`src/rtl/fetch_sequencer.sv`:
```
// fetch_sequencer
// PC/memory-request sequencer for the single-cycle MIPS core. Each cycle it
// decides whether the PC may advance. It issues instruction-fetch and
// data-memory requests, and it holds the PC until the outstanding fetch or
// load/store gets its hit. It also latches HALT and keeps the retired-
// instruction and cycle counters.
//
// Ports:
//   CLK, nRST          clock (rising edge), async active-low reset
//   ihit, dhit         instruction / data memory hit
//   memread, memwrite  load / store decode of the current instruction
//   halt_in            HALT decode of the current instruction
//   imemREN            instruction read request
//   dmemREN, dmemWEN   data read / write request
//   pcen               PC advance enable
//   halt               sticky halt flag
//   icount, ccount     retired-instruction and cycle counters (CNT_W bits)
//
// state   | meaning
// IFETCH  | fetching; advance PC on ihit unless mem op or HALT
// DACCESS | load/store outstanding; PC held until dhit
// HALTED  | terminal until reset; counters frozen
module fetch_sequencer #(
    parameter int CNT_W = 32
) (
    input  logic             CLK,
    input  logic             nRST,
    input  logic             ihit,
    input  logic             dhit,
    input  logic             memread,
    input  logic             memwrite,
    input  logic             halt_in,
    output logic             imemREN,
    output logic             dmemREN,
    output logic             dmemWEN,
    output logic             pcen,
    output logic             halt,
    output logic [CNT_W-1:0] icount,
    output logic [CNT_W-1:0] ccount
);

    typedef enum logic [1:0] {
        IFETCH  = 2'd0,
        DACCESS = 2'd1,
        HALTED  = 2'd2
    } state_t;

    state_t           state_q, state_d;
    logic             rd_q, rd_d;
    logic             wr_q, wr_d;
    logic             halt_q, halt_d;
    logic [CNT_W-1:0] icount_q, icount_d;
    logic [CNT_W-1:0] ccount_q, ccount_d;
    logic             enter_halt;

    always_ff @(posedge CLK or negedge nRST) begin
        if (!nRST) begin
            state_q  <= IFETCH;
            rd_q     <= 1'b0;
            wr_q     <= 1'b0;
            halt_q   <= 1'b0;
            icount_q <= '0;
            ccount_q <= '0;
        end else begin
            state_q  <= state_d;
            rd_q     <= rd_d;
            wr_q     <= wr_d;
            halt_q   <= halt_d;
            icount_q <= icount_d;
            ccount_q <= ccount_d;
        end
    end

    always_comb begin
        state_d    = state_q;
        rd_d       = rd_q;
        wr_d       = wr_q;
        imemREN    = 1'b0;
        dmemREN    = 1'b0;
        dmemWEN    = 1'b0;
        pcen       = 1'b0;
        enter_halt = 1'b0;

        case (state_q)
            IFETCH: begin
                imemREN = 1'b1;
                if (ihit) begin
                    if (halt_in) begin
                        state_d    = HALTED;
                        enter_halt = 1'b1;
                    end else if (memread || memwrite) begin
                        // Write wins when both decode bits are set.
                        rd_d    = memread & ~memwrite;
                        wr_d    = memwrite;
                        state_d = DACCESS;
                    end else begin
                        pcen = 1'b1;
                    end
                end
            end
            DACCESS: begin
                // Only the latched op is used; live decode may have moved on.
                dmemREN = rd_q;
                dmemWEN = wr_q;
                if (dhit) begin
                    pcen    = 1'b1;
                    state_d = IFETCH;
                end
            end
            HALTED: begin
            end
            default: state_d = IFETCH;
        endcase

        halt_d   = halt_q | enter_halt;
        // HALT itself counts as a retired instruction.
        icount_d = (pcen || enter_halt) ? icount_q + CNT_W'(1) : icount_q;
        ccount_d = (state_q != HALTED)  ? ccount_q + CNT_W'(1) : ccount_q;
    end

    assign halt   = halt_q;
    assign icount = icount_q;
    assign ccount = ccount_q;

endmodule

```
`config.mk`:
```
export PLATFORM = sky130hd
export DESIGN_NAME = fetch_sequencer
export DESIGN_NICKNAME = d
export VERILOG_FILES = /design/src/rtl/fetch_sequencer.sv
export SDC_FILE = /design/constraint.sdc
export NUM_CORES = 1
export LEC_CHECK = 0
export ABC_AREA = 1
export CORE_MARGIN = 8
export CORE_UTILIZATION = 53
export CTS_CLUSTER_DIAMETER = 40
export DETAILED_ROUTE_END_ITERATION = 10
export PLACE_DENSITY_LB_ADDON = 0.3
export SETUP_SLACK_MARGIN = 0.05
export SLEW_MARGIN = 20
export SYNTH_ARGS = -nofsm -noshare
export SYNTH_HDL_FRONTEND = slang
export SYNTH_SLANG_ARGS = --single-unit
```
`constraint.sdc`:
```
create_clock -name CLK -period 3.55 [get_ports CLK]
set_input_delay 0.355 -clock CLK [delete_from_list [all_inputs] [get_ports CLK]]
set_output_delay 0.355 -clock CLK [all_outputs]
set_load 0.005 [all_outputs]
```
==> results.yml <==
outcome:
  status: "finished, final reports clean"
sta:
  finalCriticalPeriod_ns: 2.11
  tightest_slew_ns: 0.650
  clock_skew_ns: 0.00956
  tns_ns: 0
  rsz0062_at_grt: "false"
  fmax_mhz: 474
  setup_violations: 0
  slew_headroom_pct: 56.7
  post-route-period-util_pct: 59.4
  maxSlewViolCount: 0
  hold_viol_final: 0
logic_synthesis:
  syn-instance-count: 574
  ys.warnings.count: 0
  synth_nets: 583
  synth_area_leaders: "dfrtp_1 42%, nand2_1 20%, inv_1 7.9%"
  syn-cell-area_sq_um: 4080
  yosys.area.top_type: "dfrtp_1"
  synth_top_cell_area_share_pct: 42.3
  seq_area_frac_synth_pct: 42.3
  yosysUniqueCellTypes: 27
  syn-mean-instance-area_sq_um: 7.11
  ys_ff_latch: 69
pwr:
  pwr_density_cell_nw_per_um2: 445
  power.leakage_nw: 2.47
  irDropWorstVdd_mv: 0.417
global_route:
  grt_start_max_net_pins: 64
  track_usage_pct: 18.4
  grt-ovfl-total: 0
  grt_first_pass_wirelength_mm: 16.7
  grt_pass1_vias: 3727
  antenna_found_initial: 0
detailed_routing:
  drtPass1Iterations: 5
  ant_nets: 0
  drt-total-wl_mm: 9.74
  vias: 3784
  wire_per_inst_um: 12.8
  drc: 0
  via_per_inst: 4.97
  drt_iter0_drc: 127
worst_setup_path:
  cpPeakStageDelay_ns: 0.50
  crit-reg2reg-launch: "state_q[1]$_DFFE_PN0P_"
  cp.arrival_ns: 1.75
  worst_setup_path_start_kind: "register"
  path_cells: "nor2_2 > nand4_2 > nand2_1 > clkdlybuf4s50_1"
  rrSetupSlack_ns: 1.80
  reg2reg_depth: 6
  path_max_fanout: 4
  endpoint_kind: "output port"
  slowest_stage: "clkdlybuf4s50_1"
  timing.setup.critical_path_class: "reg -> out"
  critPathRequiredTime_ns: 3.19
  r2r-end: "icount[31]$_DFFE_PN0P_"
place:
  gp_congestion: 0.879
  port_buffers: 75
  placed_area_sq_um: 4880
  place_hpwl_mm: 7.25
clock_network:
  cts_max_level: 3
  clk_pin_slew_ns: 0.07
  post-cts-setup-buffers: 0
  cts_buffer_depth: 2
  cts_tree: "built"
  clkSinkCount: 69
  clockRootBuffer: "clkbuf_8"
  cts_buffers: 9
  clock_latency_ns: 0.35
die:
  start_util_pct: 53.6
  ios: 76
  rows: 32
  die_w_um: 104
  die-area_sq_um: 10800
  die_h_um: 104
  coreArea_sq_um: 7610
hold_path:
  min_to: "halt$_DFF_PN0_"
  worstHoldPathCells: 2
  hp-class: "reg -> reg"
  holdCritStartpoint: "halt$_DFF_PN0_"
finish:
  drive_above_1_share_pct: 5.15
  final_cell_mix: "212 x nand2_1, 86 x inv_1, 74 x clkdlybuf4s50_1, 69 x dfrtp_1, 68 x nor2_1"
  nNetsFinal: 664
  mostFrequentLayoutCell: "nand2_1"
  antennaDiodeCount: 0
  syn2layout_area_growth_pct: 25.6
  fill_cells: 646
  final_area_sq_um: 5120
job:
  drv_cap: 0
cell usage after synthesis:
cell and n:
nand2_2 1, nand4_2 1, ha_1 2, nor3_2 1
nor2_4 3, xnor2_1 9, a21boi_0 1, nor2_1 68
a21oi_1 6, xor2_1 13, nand3b_1 20, nand3_4 1
o21ai_0 3, nand2_1 212, nand4_1 15, buf_4 1
nor3_1 3, and2_1 1, o22ai_1 1, buf_6 6
dfrtp_1 69, nand3_2 2, nand3_1 40, nand2_4 1
nor2_2 7, inv_1 86, or2_2 1
routing by layer:
layer,up-vias,GRT usage [%],wire [um]
met1,1750,21.1,4260
met4,0,7.76,166
li1,1927,-,-
met3,12,4.89,555
met5,-,0,0
met2,95,31.9,4750
cell type report:
cell class              instances  area [sq um]  share of cell area [%]
flip-flops and latches         69          1730                    33.7
multi-input cells             412          1950                    38.2
clock inverters                 3          67.6                    1.32
clock buffers                  13           159                    3.10
inverters                      86           323                    6.30
repair buffers                 77           763                    14.9
well taps                     102           128                    2.49
registers in the layout (all words and copies together) (netlist names):
signal   count
rd_q         1
icount      32
halt         1
state_q      2
ccount      32
wr_q         1
report_power, final:
group / leakage, nW / switching (mW) / total, mW / internal [mW]
combinational: 1.44 / 0.301 / 0.561 / 0.260
clock: 0.110 / 0.294 / 0.729 / 0.435
sequential: 0.919 / 0.109 / 0.990 / 0.881
total: 2.47 / 0.704 / 2.28 / 1.58
cell families (layout without fill, tap and decap cells):
group	count (synthesis)	in the layout	share of synthesized area, %
compound gates	11	11	1.44
simple gates	377	377	41.1
fa+ha+maj	2	2	0.613
flops	69	69	42.3
xor+xnor	22	22	4.72
buf+inv	93	179	9.75
worst max-delay path, delay by kind of cell (launching register included):
family | cells | cell delay, ns
simple gates | 3 | 0.48
flops | 1 | 0.43
buf+inv | 1 | 0.50
worst max-delay path by stage:
stage	start	to	slack [ns]	cells after the start
detailed placement	halt_in	icount[1]$_DFFE_PN0P_	1.43	5
finish	state_q[1]$_DFFE_PN0P_	pcen	1.44	4
global route	state_q[1]$_DFFE_PN0P_	pcen	1.31	4
CTS	state_q[1]$_DFFE_PN0P_	pcen	1.42	4
global placement	memwrite	pcen	1.52	5
floorplan	icount[0]$_DFFE_PN0P_	icount[26]$_DFFE_PN0P_	2.16	8
repair_timing:
item                                    4_1_cts  5_1_grt
endpoints found under the hold margin        21        0
hold buffers                                  1        0
gates resized for setup                       0        0
endpoints found under the setup margin        0        0
metrics by stage:
stage | setup slack [ns] | hold WS, ns | power [mW] | std cells | util [%]
floorplan | 2.16 | 0.0594 | 1.32 | 574 | -
global placement | 1.52 | 0.339 | 1.54 | 745 | 64.2
detailed placement | 1.43 | 0.337 | 1.57 | 745 | 64.2
CTS | 1.42 | 0.477 | 2.30 | 762 | 67.3
global route | 1.31 | 0.518 | 2.41 | 762 | 67.3
finish | 1.44 | 0.470 | 2.28 | 762 | 67.3
Note: power is estimated with default switching activity, not from simulation.
